===== config.mk =====
export PLATFORM = sky130hd
export DESIGN_NAME = exe1_out_buffer
export DESIGN_NICKNAME = d
export VERILOG_FILES = /design/src/rtl/exe1_out_buffer.sv
export SDC_FILE = /design/constraint.sdc
export NUM_CORES = 1
export LEC_CHECK = 0
export CORE_MARGIN = 2
export CORE_UTILIZATION = 50
export DETAILED_ROUTE_END_ITERATION = 10
export GPL_TIMING_DRIVEN = 0
export PLACE_DENSITY = 0.79
export SLEW_MARGIN = 20
export SYNTH_ARGS = -nofsm -noshare
export SYNTH_HDL_FRONTEND = slang
export SYNTH_SLANG_ARGS = --single-unit

===== constraint.sdc =====
create_clock -name CLK -period 2.6 [get_ports CLK]
set_input_delay 0.78 -clock CLK [delete_from_list [all_inputs] [get_ports CLK]]
set_output_delay 0.78 -clock CLK [all_outputs]
set_load 0.005 [all_outputs]

===== src/rtl/exe1_out_buffer.sv =====
// ---------------------------------------------------------------------------
// exe1_out_buffer
//   Two-entry elastic (skid) buffer between the EXE1 arithmetic stage and the
//   EXE2 stage input of a CGRA processing element. Every output comes straight
//   from a register, so there is no combinational path from the upstream
//   inputs to the downstream outputs, and none from out_ready to in_ready.
//
// Ports
//   CLK, RST            clock (rising edge), asynchronous active-low reset
//   flush_in            synchronous flush: empties the buffer, clears stall count
//   in_valid/in_ready   EXE1 side handshake
//   Mode_in, CFG_in     sideband that travels with the data (never interpreted)
//   S0_in..S3_in        EXE1 results D0..D3
//   out_valid/out_ready EXE2 side handshake
//   Mode_out, CFG_out,
//   D0_out..D3_out      head entry contents
//   count_out           occupancy, 0..2
//   stall_cnt_out       saturating count of cycles with out_valid & ~out_ready
// ---------------------------------------------------------------------------
module exe1_out_buffer #(
    parameter int DW    = 64,
    parameter int CFG_W = 8,
    parameter int SC_W  = 16
) (
    input  logic             CLK,
    input  logic             RST,
    input  logic             flush_in,
    input  logic             in_valid,
    output logic             in_ready,
    input  logic             Mode_in,
    input  logic [CFG_W-1:0] CFG_in,
    input  logic [DW-1:0]    S0_in,
    input  logic [DW-1:0]    S1_in,
    input  logic [DW-1:0]    S2_in,
    input  logic [DW-1:0]    S3_in,
    output logic             out_valid,
    input  logic             out_ready,
    output logic             Mode_out,
    output logic [CFG_W-1:0] CFG_out,
    output logic [DW-1:0]    D0_out,
    output logic [DW-1:0]    D1_out,
    output logic [DW-1:0]    D2_out,
    output logic [DW-1:0]    D3_out,
    output logic [1:0]       count_out,
    output logic [SC_W-1:0]  stall_cnt_out
);

    typedef struct packed {
        logic             mode;
        logic [CFG_W-1:0] cfg;
        logic [DW-1:0]    d3;
        logic [DW-1:0]    d2;
        logic [DW-1:0]    d1;
        logic [DW-1:0]    d0;
    } entry_t;

    entry_t          h_q, h_d;     // head: always what the outputs present
    entry_t          k_q, k_d;     // skid: only meaningful when count == 2
    logic [1:0]      count_q, count_d;
    logic [SC_W-1:0] stall_q, stall_d;

    entry_t in_ent;
    logic   push, pop;

    assign in_ent = '{mode: Mode_in, cfg: CFG_in,
                      d3: S3_in, d2: S2_in, d1: S1_in, d0: S0_in};

    // Handshakes depend only on the occupancy register.
    assign in_ready  = (count_q != 2'd2);
    assign out_valid = (count_q != 2'd0);
    assign push      = in_valid & in_ready;
    assign pop       = out_valid & out_ready;

    always_comb begin
        h_d     = h_q;
        k_d     = k_q;
        count_d = count_q;
        if (flush_in) begin
            // Data registers keep their contents; only occupancy is dropped.
            count_d = 2'd0;
        end else begin
            case (count_q)
                2'd0: begin
                    if (push) begin
                        h_d     = in_ent;
                        count_d = 2'd1;
                    end
                end
                2'd1: begin
                    if (push && pop) begin
                        // Replace head in place: full 1 item/cycle throughput.
                        h_d = in_ent;
                    end else if (push) begin
                        k_d     = in_ent;
                        count_d = 2'd2;
                    end else if (pop) begin
                        count_d = 2'd0;
                    end
                end
                2'd2: begin
                    // in_ready is low here, so only a pop can happen.
                    if (pop) begin
                        h_d     = k_q;
                        count_d = 2'd1;
                    end
                end
                default: count_d = 2'd0;
            endcase
        end
    end

    always_comb begin
        stall_d = stall_q;
        if (flush_in)
            stall_d = '0;
        else if (out_valid && !out_ready && (stall_q != {SC_W{1'b1}}))
            stall_d = stall_q + SC_W'(1);
    end

    always_ff @(posedge CLK or negedge RST) begin
        if (!RST) begin
            h_q     <= '0;
            k_q     <= '0;
            count_q <= 2'd0;
            stall_q <= '0;
        end else begin
            h_q     <= h_d;
            k_q     <= k_d;
            count_q <= count_d;
            stall_q <= stall_d;
        end
    end

    assign Mode_out      = h_q.mode;
    assign CFG_out       = h_q.cfg;
    assign D0_out        = h_q.d0;
    assign D1_out        = h_q.d1;
    assign D2_out        = h_q.d2;
    assign D3_out        = h_q.d3;
    assign count_out     = count_q;
    assign stall_cnt_out = stall_q;

endmodule


# ---- Word-level counts from Yosys, hierarchy flattened
# Index checks and enable logic that the tools add are counted.
dict set report op_classes {
  addsub 1
  n_eq_ne 11
  n_mux 13
  n_bitwise 4
  n_reduce_logical 11
}
# cell n
set ops {}
lappend ops {{$mux W265} 3}
lappend ops {{$pmux W265 S3} 1}
lappend ops {{$mux W16} 2}
lappend ops {{$add A16 B1 Y16 const B} 1}
lappend ops {{$ne A16 B16 Y1 const B} 1}
lappend ops {{$mux W2} 6}
lappend ops {{$ne A3 B3 Y1 const B} 3}
lappend ops {{$ne A2 B2 Y1 const B} 4}
lappend ops {{$reduce_and A4 Y1} 2}
lappend ops {{$pmux W2 S3} 1}
lappend ops {{$reduce_and A5 Y1} 1}
lappend ops {{$ne A4 B4 Y1 const B} 1}
lappend ops {{$reduce_bool A2 Y1} 2}
lappend ops {{$logic_and A1 B1 Y1} 3}
lappend ops {{$reduce_bool A3 Y1} 1}
lappend ops {{$and A1 B1 Y1} 2}
lappend ops {{$eq A2 B1 Y1 const B} 1}
lappend ops {{$eq A2 B2 Y1 const B} 1}
lappend ops {{$logic_not A2 Y1} 1}
lappend ops {{$not A1 Y1} 2}
lappend ops {{$logic_not A1 Y1} 1}
dict set report totals {
  register_bits 548
  in_bits 270
  output_inout_bits 285
  word_cells 54
}

# ---- Logic depth before layout (Yosys ltp)
# Gate-level depths: netlist of the first run.
dict set report logic_depth {
  word_depth 7
  ltp_mapped 8
  mapped_depth_nobuf 5
}

# ---- Least setup slack after synthesis of the first run
# Ideal clock, no wire load.
dict set report synth_timing {
  path_type {input to register}
  startpoint {input port out_ready}
  endpoint {register stall_q[11] (netlist: stall_cnt_out[11])}
  setup_ns 0.078
  arrival_time_ns 2.065
  required_time_ns 2.522
  path_slack_ns 0.457
  cell_stages 4
  n_path_buf 0
  cell_sequence {o21bai_2 -> or4_4 -> or4_1 -> a21oi_1}
}
dict set report synth_via {
  elab_chain_len 4
}
# element line_no
set synth_rtl {}
lappend synth_rtl {{start, declared} 37} ;# input logic out_ready,
lappend synth_rtl {{$logic_not A1 Y1} 116} ;# else if (out_valid && !out_ready && (stall_q != {SC_W{1'b1}}))
lappend synth_rtl {{$logic_and A1 B1 Y1 (2 in series)} 116}
lappend synth_rtl {{$reduce_bool A2 Y1 (no line)} --}
lappend synth_rtl {{end signal, assigned} 130} ;# stall_q <= stall_d;
lappend synth_rtl {{end, declared} 60} ;# logic [SC_W-1:0] stall_q, stall_d;
# Every way passes these cells.
# A chain may end at the register's enable or synchronous reset.

# ---- Worst setup path in the final report of the first run
dict set report layout_timing {
  startpoint {register count_q[1] (netlist: count_out[1])}
  endpoint {output port in_ready}
}
dict set report layout_via {
  elab_chain_len 1
}
# element line_no
set layout_rtl {}
lappend layout_rtl {{start, declared} 59} ;# logic [1:0] count_q, count_d;
lappend layout_rtl {{start signal, assigned} 129} ;# count_q <= count_d;
lappend layout_rtl {{$ne A2 B2 Y1} 69} ;# assign in_ready = (count_q != 2'd2);
lappend layout_rtl {{end, declared} 29} ;# output logic in_ready,
# Every way passes these cells.

==> results of run 1 <==
-- stage by stage --
| stage | setup TNS (ns) | total power, W |
|---|---|---|
| final | 0 | 0.0253 |
| after floorplan | 0 | 0.0140 |
| after CTS | 0 | 0.0255 |
| after global routing | 0 | 0.0264 |
| after global placement | - | 0.0171 |
| after detailed placement | -456.42 | 0.0174 |
-- worst max-delay path by stage --
stage | to | slack [ns]
after global routing | k_q[20] | 0.005
after global placement | D2_out[29] | -23.06
after detailed placement | k_q[222] | -1.14
after floorplan | stall_cnt_out[11] | 0.46
final | in_ready | 0.06
after CTS | in_ready | 0.001
-- per-layer routing --
layer	vias to the layer above	global-route usage (%)	wire length (microns)
met5	-	0	111
met1	9034	32.2	26200
li1	8201	-	-
met4	16	12.6	3160
met2	621	47.4	34200
met3	184	8.83	5580
-- power by group --
group	switching, W	internal (W)	leakage (nW)
Clock	0.00335	0.00465	0.888
Combinational	0.00195	0.00359	7.10
Sequential	0.00115	0.0106	6.61
-- cells in the final DEF, fill, tap and decap left out, types with 2 or more instances in the layout --
master	instances
clkbuf_16	58
clkdlybuf4s50_1	551
nand3_1	7
bufinv_16	3
nand4_1	4
dfrtp_2	2
a41oi_1	2
o31ai_1	4
nand2_1	804
buf_1	9
diode_2	14
or2_2	3
or3_2	2
clkinvlp_4	3
clkbuf_8	12
or3_1	2
o21ai_0	3
clkbuf_1	60
a21oi_1	10
dfrtp_1	546
clkinv_4	2
clkbuf_4	19
or4_1	4
mux2_2	507
buf_4	16
mux2_1	26
nor2b_1	4
nand2b_1	3
buf_16	5
inv_1	2
nor3_1	5
nor2_1	10
buf_2	34
clkinv_2	8
nor4_1	5
-- cells by family after synthesis --
kind of cell	count (synthesis)	share of synthesized area (%)
AOI/OAI and AO/OA	27	0.745
and+or+nand+nor	862	14.2
buffers and inverters	122	2.24
muxes	534	25.2
adders and majority gates	1	0.0525
DFF	548	57.5
-- flip-flops by register name, indices dropped and copies added, names as in the netlist --
register	cells
k_q	265
stall_cnt_out	16
D2_out	64
D1_out	64
D0_out	64
D3_out	64
count_out	2
CFG_out	8
Mode_out	1
-- what timing repair did --
item,in CTS,in global routing
endpoints found under the setup margin,491,359
setup buffers,5,1
gates resized for setup,28,20
pin swaps,0,1
-- final cells by class --
type / instances / share of cell area [%]
flip-flops and latches: 548 / 42.4
multi-input cells: 1424 / 29.7
repair buffers: 565 / 17.7
clock buffers: 83 / 5.09
well taps: 615 / 2.38
plain buffers: 119 / 1.92
clock inverters: 16 / 0.527
diodes: 14 / 0.108
inverters: 3 / 0.0503
==> impl_metrics.env, run 1 <==
export IMPL_slew_violations=0
export IMPL_drcViolationCount=0
export IMPL_r2r_start="count_out[1]"
export IMPL_worst_slew_pin_slew_ns=0.806
export IMPL_pre_cts_slack_ns=-1.14
export IMPL_crit_path_start="count_out[1]"
export IMPL_gr_total_overflow=0
export IMPL_slowest_delay_ns=0.40
export IMPL_cap_viol_max_count=0
export IMPL_hold_path_class="in -> async"
export IMPL_peakVddDrop_mv=0.583
export IMPL_utilization_pct=68.1
export IMPL_grt_pass1_wl_microns=107000
export IMPL_relSlewSlack_pct=46.3
export IMPL_drt_iter0_drc=978
export IMPL_ant_nets=0
export IMPL_regArea_sq_um=13700
export IMPL_cts_tree="done"
export IMPL_multi_input_area_sq_um=9610
export IMPL_worstReg2RegEnd="D3_out[29]"
export IMPL_clk_latency_ns=0.61
export IMPL_clkSinkCount=548
export IMPL_whs_ns=0.160
export IMPL_wirelength_microns=69300
export IMPL_grt_use_total_pct=27.8
export IMPL_dieArea_sq_um=49400
export IMPL_die_h_microns=222
export IMPL_crit_arrival_ns=1.76
export IMPL_powerDensity_nw_per_um2=783
export IMPL_dp_cells=3268
export IMPL_grt_pass1_vias=18931
export IMPL_area_growth_pct=35.6
export IMPL_p_leak_nw=14.6
export IMPL_post_dp_cell_area_sq_um=30300
export IMPL_cp_required_ns=1.82
export IMPL_ys_ff_latch=548
export IMPL_rsz0062_at_grt="no"
export IMPL_fin_nets=2988
export IMPL_drive_gt1_share_pct=24.8
export IMPL_end_kind="primary output"
export IMPL_worst_setup_path_type="reg -> out"
export IMPL_synth_nets=2365
export IMPL_yosys_warnings=0
export IMPL_ys_async_sr_fraction_pct=100
export IMPL_vias=18056
export IMPL_layoutNonFillerInstCount=3387
export IMPL_max_freq_mhz=393
export IMPL_synth_edf_count=0
export IMPL_synthTopCellsByCount="nand2_1 (804), dfrtp_1 (548), mux2_2 (507)"
export IMPL_via_per_inst=5.33
export IMPL_num_rows=80
export IMPL_start_util_pct=50.2
export IMPL_syn_area_sq_um=23800
export IMPL_design_area_sq_um=32300
export IMPL_cts_root_buf="clkbuf_16"
export IMPL_cp_num_buf_inv=4
export IMPL_synth_top_area_share_pct=57.5
export IMPL_status="finished clean"
export IMPL_finClkSkew_ns=0.0187
export IMPL_cp_top_family="buffers and inverters"
export IMPL_io_pins=555
export IMPL_firstDrtPassIters=5
export IMPL_critPathMaxFanout=10
export IMPL_path_cells="nor2b_1 -> clkbuf_4 -> inv_6 -> clkbuf_16 -> clkdlybuf4s15_2"
export IMPL_path_depth=5
export IMPL_postCtsHoldBufs=0
export IMPL_synthFlopType="dfrtp_1"
export IMPL_cpMaxStageDelayCell="dfrtp_2"
export IMPL_antenna_found_initial=20
export IMPL_synthCells=2094
export IMPL_place_gp_congestion=0.864
export IMPL_synth_most_common_cell="nand2_1"
export IMPL_dp_final_hpwl_microns=50000
export IMPL_yosys_top_cells_area="dfrtp_1 (58%), mux2_2 (24%), nand2_1 (13%)"
export IMPL_io_buffer_count=554
export IMPL_avgSynthCellArea_sq_um=11.4
export IMPL_hold_viol=0
export IMPL_finalCritPeriodShare_pct=97.9
export IMPL_cts_buffer_depth=3
export IMPL_cts_made_buffers=56
export IMPL_fp_dieW_microns=222
export IMPL_synth_seq_area_share_pct=57.5
export IMPL_layout_min_cycle_time_ns=2.54
export IMPL_setup_viol=0
export IMPL_cp_start_kind="register"
export IMPL_setup_slack_ns=0.0552
export IMPL_synth_cell_types=42
export IMPL_synth_largest_area_cell="dfrtp_1"
export IMPL_r2r_slack_ns=0.20
export IMPL_htreeDepth=2
export IMPL_r2r_cells=8
export IMPL_clk_pin_slew_ns=0.06
export IMPL_fillers=3435
export IMPL_grt_max_degree=103
export IMPL_wl_per_cell_microns=20.4
export IMPL_core_sq_um=47400
No activity file was read; power rests on OpenSTA's default activity.
==> run 2, diff against run 1 <==
--- a/config.mk
+++ b/config.mk
@@ -5,6 +5,7 @@
 export SDC_FILE = /design/constraint.sdc
 export NUM_CORES = 1
 export LEC_CHECK = 0
+export CORE_ASPECT_RATIO = 0.75
 export CORE_MARGIN = 2
 export CORE_UTILIZATION = 50
 export DETAILED_ROUTE_END_ITERATION = 10
==> impl_metrics.env, run 2 (synthesis gave the netlist of run 1 again) <==
export IMPL_gr_total_overflow=0
export IMPL_start_util_pct=50.5
export IMPL_htreeDepth=2
export IMPL_place_gp_congestion=0.906
export IMPL_grt_use_total_pct=27.5
export IMPL_cts_root_buf="clkbuf_16"
export IMPL_r2r_start="stall_cnt_out[1]"
export IMPL_antenna_found_initial=21
export IMPL_num_rows=69
export IMPL_ant_nets=0
export IMPL_worst_slew_pin_slew_ns=0.645
export IMPL_dieArea_sq_um=49500
export IMPL_powerDensity_nw_per_um2=779
export IMPL_vias=17968
export IMPL_fp_dieW_microns=256
export IMPL_status="finished clean"
export IMPL_clk_pin_slew_ns=0.06
export IMPL_wirelength_microns=69400
export IMPL_slew_violations=0
export IMPL_drcViolationCount=0
export IMPL_setup_viol=0
export IMPL_cpMaxStageDelayCell="clkdlybuf4s50_1"
export IMPL_crit_path_start="out_ready"
export IMPL_finClkSkew_ns=0.0387
export IMPL_cts_buffer_depth=3
export IMPL_grt_max_degree=99
export IMPL_clk_latency_ns=0.62
export IMPL_peakVddDrop_mv=0.581
export IMPL_cap_viol_max_count=0
export IMPL_cp_start_kind="primary input"
export IMPL_cp_num_buf_inv=3
export IMPL_path_depth=7
export IMPL_layout_commonest_cell="nand2_1"
export IMPL_dp_final_hpwl_microns=51000
export IMPL_whs_ns=0.153
export IMPL_utilization_pct=68.2
export IMPL_via_per_inst=5.28
export IMPL_layoutNonFillerInstCount=3406
export IMPL_fin_nets=2982
export IMPL_worstReg2RegEnd="stall_cnt_out[14]"
export IMPL_hold_path_class="in -> async"
export IMPL_p_leak_nw=14.6
export IMPL_r2r_cells=5
export IMPL_clkSinkCount=548
export IMPL_cp_required_ns=3.07
export IMPL_grt_pass1_vias=18517
export IMPL_core_sq_um=47200
export IMPL_finalCritPeriodShare_pct=97.0
export IMPL_io_buffer_count=554
export IMPL_io_pins=555
export IMPL_hold_viol=0
export IMPL_relSlewSlack_pct=56.7
export IMPL_largest_register_ffs=265
export IMPL_cts_made_buffers=53
export IMPL_grt_pass1_wl_microns=106000
export IMPL_dp_cells=3292
export IMPL_max_freq_mhz=396
export IMPL_final_cell_mix="nand2_1 (804), clkdlybuf4s50_1 (551), dfrtp_1 (546), mux2_2 (507), clkbuf_1 (59)"
export IMPL_path_cells="clkdlybuf4s50_1 -> nand2b_1 -> nand2_1 -> a21oi_4 -> buf_4 -> buf_2 -> mux2_2"
export IMPL_layout_min_cycle_time_ns=2.52
export IMPL_slowest_delay_ns=0.59
export IMPL_firstDrtPassIters=5
export IMPL_die_h_microns=193
export IMPL_worst_setup_path_type="in -> reg"
export IMPL_endpoint="D3_out[63]"
export IMPL_regMostFlops="k_q"
export IMPL_drive_gt1_share_pct=24.7
export IMPL_crit_arrival_ns=3.00
export IMPL_drt_iter0_drc=1125
export IMPL_cts_tree="done"
export IMPL_r2r_slack_ns=0.24
export IMPL_power_w=0.0251
export IMPL_design_area_sq_um=32200
export IMPL_wl_per_cell_microns=20.4
export IMPL_end_kind="register"
export IMPL_post_dp_cell_area_sq_um=30300
export IMPL_cp_top_family="buffers and inverters"
export IMPL_critPathMaxFanout=10
export IMPL_area_growth_pct=35.1
[run 2: report_power, final]
group / internal, W / switching [W]
sequential: 0.0106 / 0.00116
clock: 0.00441 / 0.00336
combinational: 0.00358 / 0.00196
[run 2: final cells by class]
| type | instances | area, sq um |
|---|---|---|
| antenna | 14 | 35.0 |
| buffer | 118 | 573 |
| clock buffer | 83 | 1590 |
| clock inverter | 14 | 151 |
| fill | 3362 | 15000 |
| inverter | 3 | 16.3 |
| multi-input combinational | 1424 | 9610 |
| sequential | 548 | 13700 |
| tap | 639 | 800 |
| timing repair buffer | 563 | 5720 |
[run 2: worst min-delay path by stage]
stage                    start    endpoint  slack, ns  depth (start not counted)
floorplan              k_q[21]     k_q[21]       0.46                          1
global placement       k_q[24]     k_q[24]       0.47                          1
detailed placement  D2_out[57]  D2_out[57]       0.48                          1
CTS                        RST  D0_out[48]       0.15                          1
global route               RST  D0_out[48]       0.19                          1
finish                     RST  D0_out[48]       0.15                          1
[run 2: metal layers]
layer  part of all wire [%]  up-vias  GRT usage (%)
li1                       -     8200              -
met5                   0.18        -              0
met3                    7.4      155           8.38
met2                     48      545           45.0
met4                    3.9       20           11.6
met1                     41     9048           34.4
[run 2: timing repair]
item,in CTS,in global routing
pin swaps,0,0
resized for setup,20,9
setup buffers,3,1
endpoints found under the setup margin,452,440
hold buffers,0,0
[run 2: per-stage QoR]
| step | setup slack [ns] | TNS [ns] |
|---|---|---|
| detailed placement | -1.05 | -434.23 |
| finish | 0.0774 | 0 |
| global route | -0.0231 | -0.287 |
| CTS | 0.00685 | 0 |
| global placement | -23.09 | - |
| floorplan | 0.457 | 0 |
==> run 3, diff against run 2 <==
--- a/config.mk
+++ b/config.mk
@@ -11,6 +11,7 @@
 export DETAILED_ROUTE_END_ITERATION = 10
 export GPL_TIMING_DRIVEN = 0
 export PLACE_DENSITY = 0.79
+export SETUP_SLACK_MARGIN = 0.4
 export SLEW_MARGIN = 20
 export SYNTH_ARGS = -nofsm -noshare
 export SYNTH_HDL_FRONTEND = slang
==> constraint.sdc (replaced) <==
create_clock -name CLK -period 2.6 [get_ports CLK]
set_input_delay 0.78 -clock CLK [delete_from_list [all_inputs] [get_ports CLK]]
set_output_delay 0.78 -clock CLK [all_outputs]
set_load 0.02 [all_outputs]
==> impl_metrics.env, run 3 (synthesis gave the netlist of run 1 again) <==
export IMPL_via_per_inst=5.42
export IMPL_hold_path_class="in -> async"
export IMPL_cap_viol_max_count=0
export IMPL_gr_total_overflow=0
export IMPL_drive_gt1_share_pct=27.7
export IMPL_cp_required_ns=1.82
export IMPL_cts_tree="done"
export IMPL_rsz0062_at_grt="yes"
export IMPL_core_sq_um=47200
export IMPL_status="finished clean"
export IMPL_cts_root_buf="clkbuf_16"
export IMPL_area_growth_pct=43.3
export IMPL_cts_buffer_depth=3
export IMPL_largest_register_ffs=265
export IMPL_htreeDepth=2
export IMPL_setup_slack_ns=0.253
export IMPL_max_freq_mhz=426
export IMPL_num_rows=69
export IMPL_crit_path_start="count_out[0]"
export IMPL_fp_dieW_microns=256
export IMPL_clk_latency_ns=0.62
export IMPL_end_kind="primary output"
export IMPL_pre_cts_slack_ns=-1.05
export IMPL_p_leak_nw=16.4
export IMPL_design_area_sq_um=34200
export IMPL_firstDrtPassIters=8
export IMPL_crit_arrival_ns=1.57
export IMPL_drcViolationCount=0
export IMPL_start_util_pct=50.5
export IMPL_place_gp_congestion=0.906
export IMPL_antenna_found_initial=20
export IMPL_peakVddDrop_mv=0.600
export IMPL_fin_nets=3031
export IMPL_hold_viol=0
export IMPL_vias=18733
export IMPL_layout_commonest_cell="nand2_1"
export IMPL_dp_final_hpwl_microns=51000
export IMPL_worst_setup_path_type="reg -> out"
export IMPL_wirelength_microns=76300
export IMPL_layout_min_cycle_time_ns=2.35
export IMPL_postCtsHoldBufs=0
export IMPL_cp_start_kind="register"
export IMPL_grt_pass1_vias=18544
export IMPL_io_pins=555
export IMPL_ant_nets=0
export IMPL_worst_slew_pin_slew_ns=0.611
export IMPL_cts_made_buffers=53
export IMPL_die_h_microns=193
export IMPL_finalCritPeriodShare_pct=90.3
export IMPL_post_dp_cell_area_sq_um=30300
export IMPL_dieArea_sq_um=49500
export IMPL_r2r_start="count_out[0]"
export IMPL_wl_per_cell_microns=22.1
export IMPL_critPathMaxFanout=5
export IMPL_finClkSkew_ns=0.0350
export IMPL_grt_max_degree=99
export IMPL_powerDensity_nw_per_um2=774
export IMPL_clkSinkCount=548
export IMPL_final_cell_mix="nand2_1 (803), dfrtp_1 (541), mux2_2 (311), clkdlybuf4s50_1 (267), dlygate4sd2_1 (227)"
export IMPL_power_w=0.0264
export IMPL_io_buffer_count=554
export IMPL_setup_viol=0
export IMPL_drt_iter0_drc=1228
export IMPL_grt_use_total_pct=27.7
export IMPL_slew_violations=0
export IMPL_grt_pass1_wl_microns=106000
export IMPL_clk_pin_slew_ns=0.06
export IMPL_relSlewSlack_pct=58.9
export IMPL_regMostFlops="k_q"
run 3: cell count changes in the layout (fill, tap and decap cells not counted), sizes merged:
cell	change
dlymetal6s2s	+19
clkdlybuf4s15	+30
diode	+3
clkdlybuf4s50	-284
dlygate4sd2	+225
buf	+25
clkbuf	+34
run 3: final cells by class:
class | instances | area (sq um)
Inverter | 3 | 18.8
Clock inverter | 14 | 151
Clock buffer | 83 | 1590
Antenna cell | 17 | 42.5
Timing Repair Buffer | 611 | 6310
Multi-Input combinational cell | 1424 | 10400
Buffer | 119 | 1140
Fill cell | 3158 | 13100
Sequential cell | 548 | 13700
Tap cell | 639 | 800
run 3: path summary, 6_finish.rpt:
path / depth (start not counted) / end / slack, ns
hold / removal: 1 / D0_out[45] / 0.08
hold reg to reg: 1 / D2_out[57] / 0.48
setup / recovery: 5 / in_ready / 0.25
setup reg to reg: 10 / CFG_out[3] / 0.36
min in group CLK: 1 / D2_out[57] / 0.48
max in group asynchronous: 4 / D2_out[44] / 0.73
run 3: repair_timing:
| action | 4_1_cts | 5_1_grt |
|---|---|---|
| gates resized for setup | 413 | 372 |
| endpoints found under the setup margin | 791 | 627 |
| pin swaps | 2 | 6 |
| buffers inserted | 12 | 14 |
| cloned | 0 | 26 |
| endpoints found under the hold margin | 0 | 0 |
run 3: critical path, stage by stage, from the launching register on:
cell,delay (ns)
dfrtp_2,0.43
nor2b_4,0.13
buf_8,0.12
inv_8,0.03
clkbuf_16,0.14
buf_8,0.12
run 3: routing by layer:
layer / up-vias / track usage [%] / part of all wire, %
li1: 8306 / - / -
met1: 9539 / 34.4 / 40
met2: 691 / 45.8 / 48
met3: 179 / 8.47 / 7.9
met4: 18 / 10.8 / 3.6
met5: - / 0 / 0.15
run 3: power breakdown:
| part | switching (W) | total (W) | internal [W] | leakage, nW |
|---|---|---|---|---|
| Sequential | 0.00120 | 0.0118 | 0.0106 | 6.61 |
| Combinational | 0.00319 | 0.00680 | 0.00361 | 8.92 |
| Clock | 0.00343 | 0.00783 | 0.00441 | 0.854 |
run 3: through the flow:
stage	hold WS, ns	utilization (%)	TNS (ns)	std cells
global placement	0.466	63.9	-	3287
floorplan	0.458	-	0	2094
finish	0.0778	72.3	0	3458
detailed placement	0.478	64.2	-434.34	3292
global route	0.0998	72.3	0	3448
CTS	0.153	68.2	0	3401
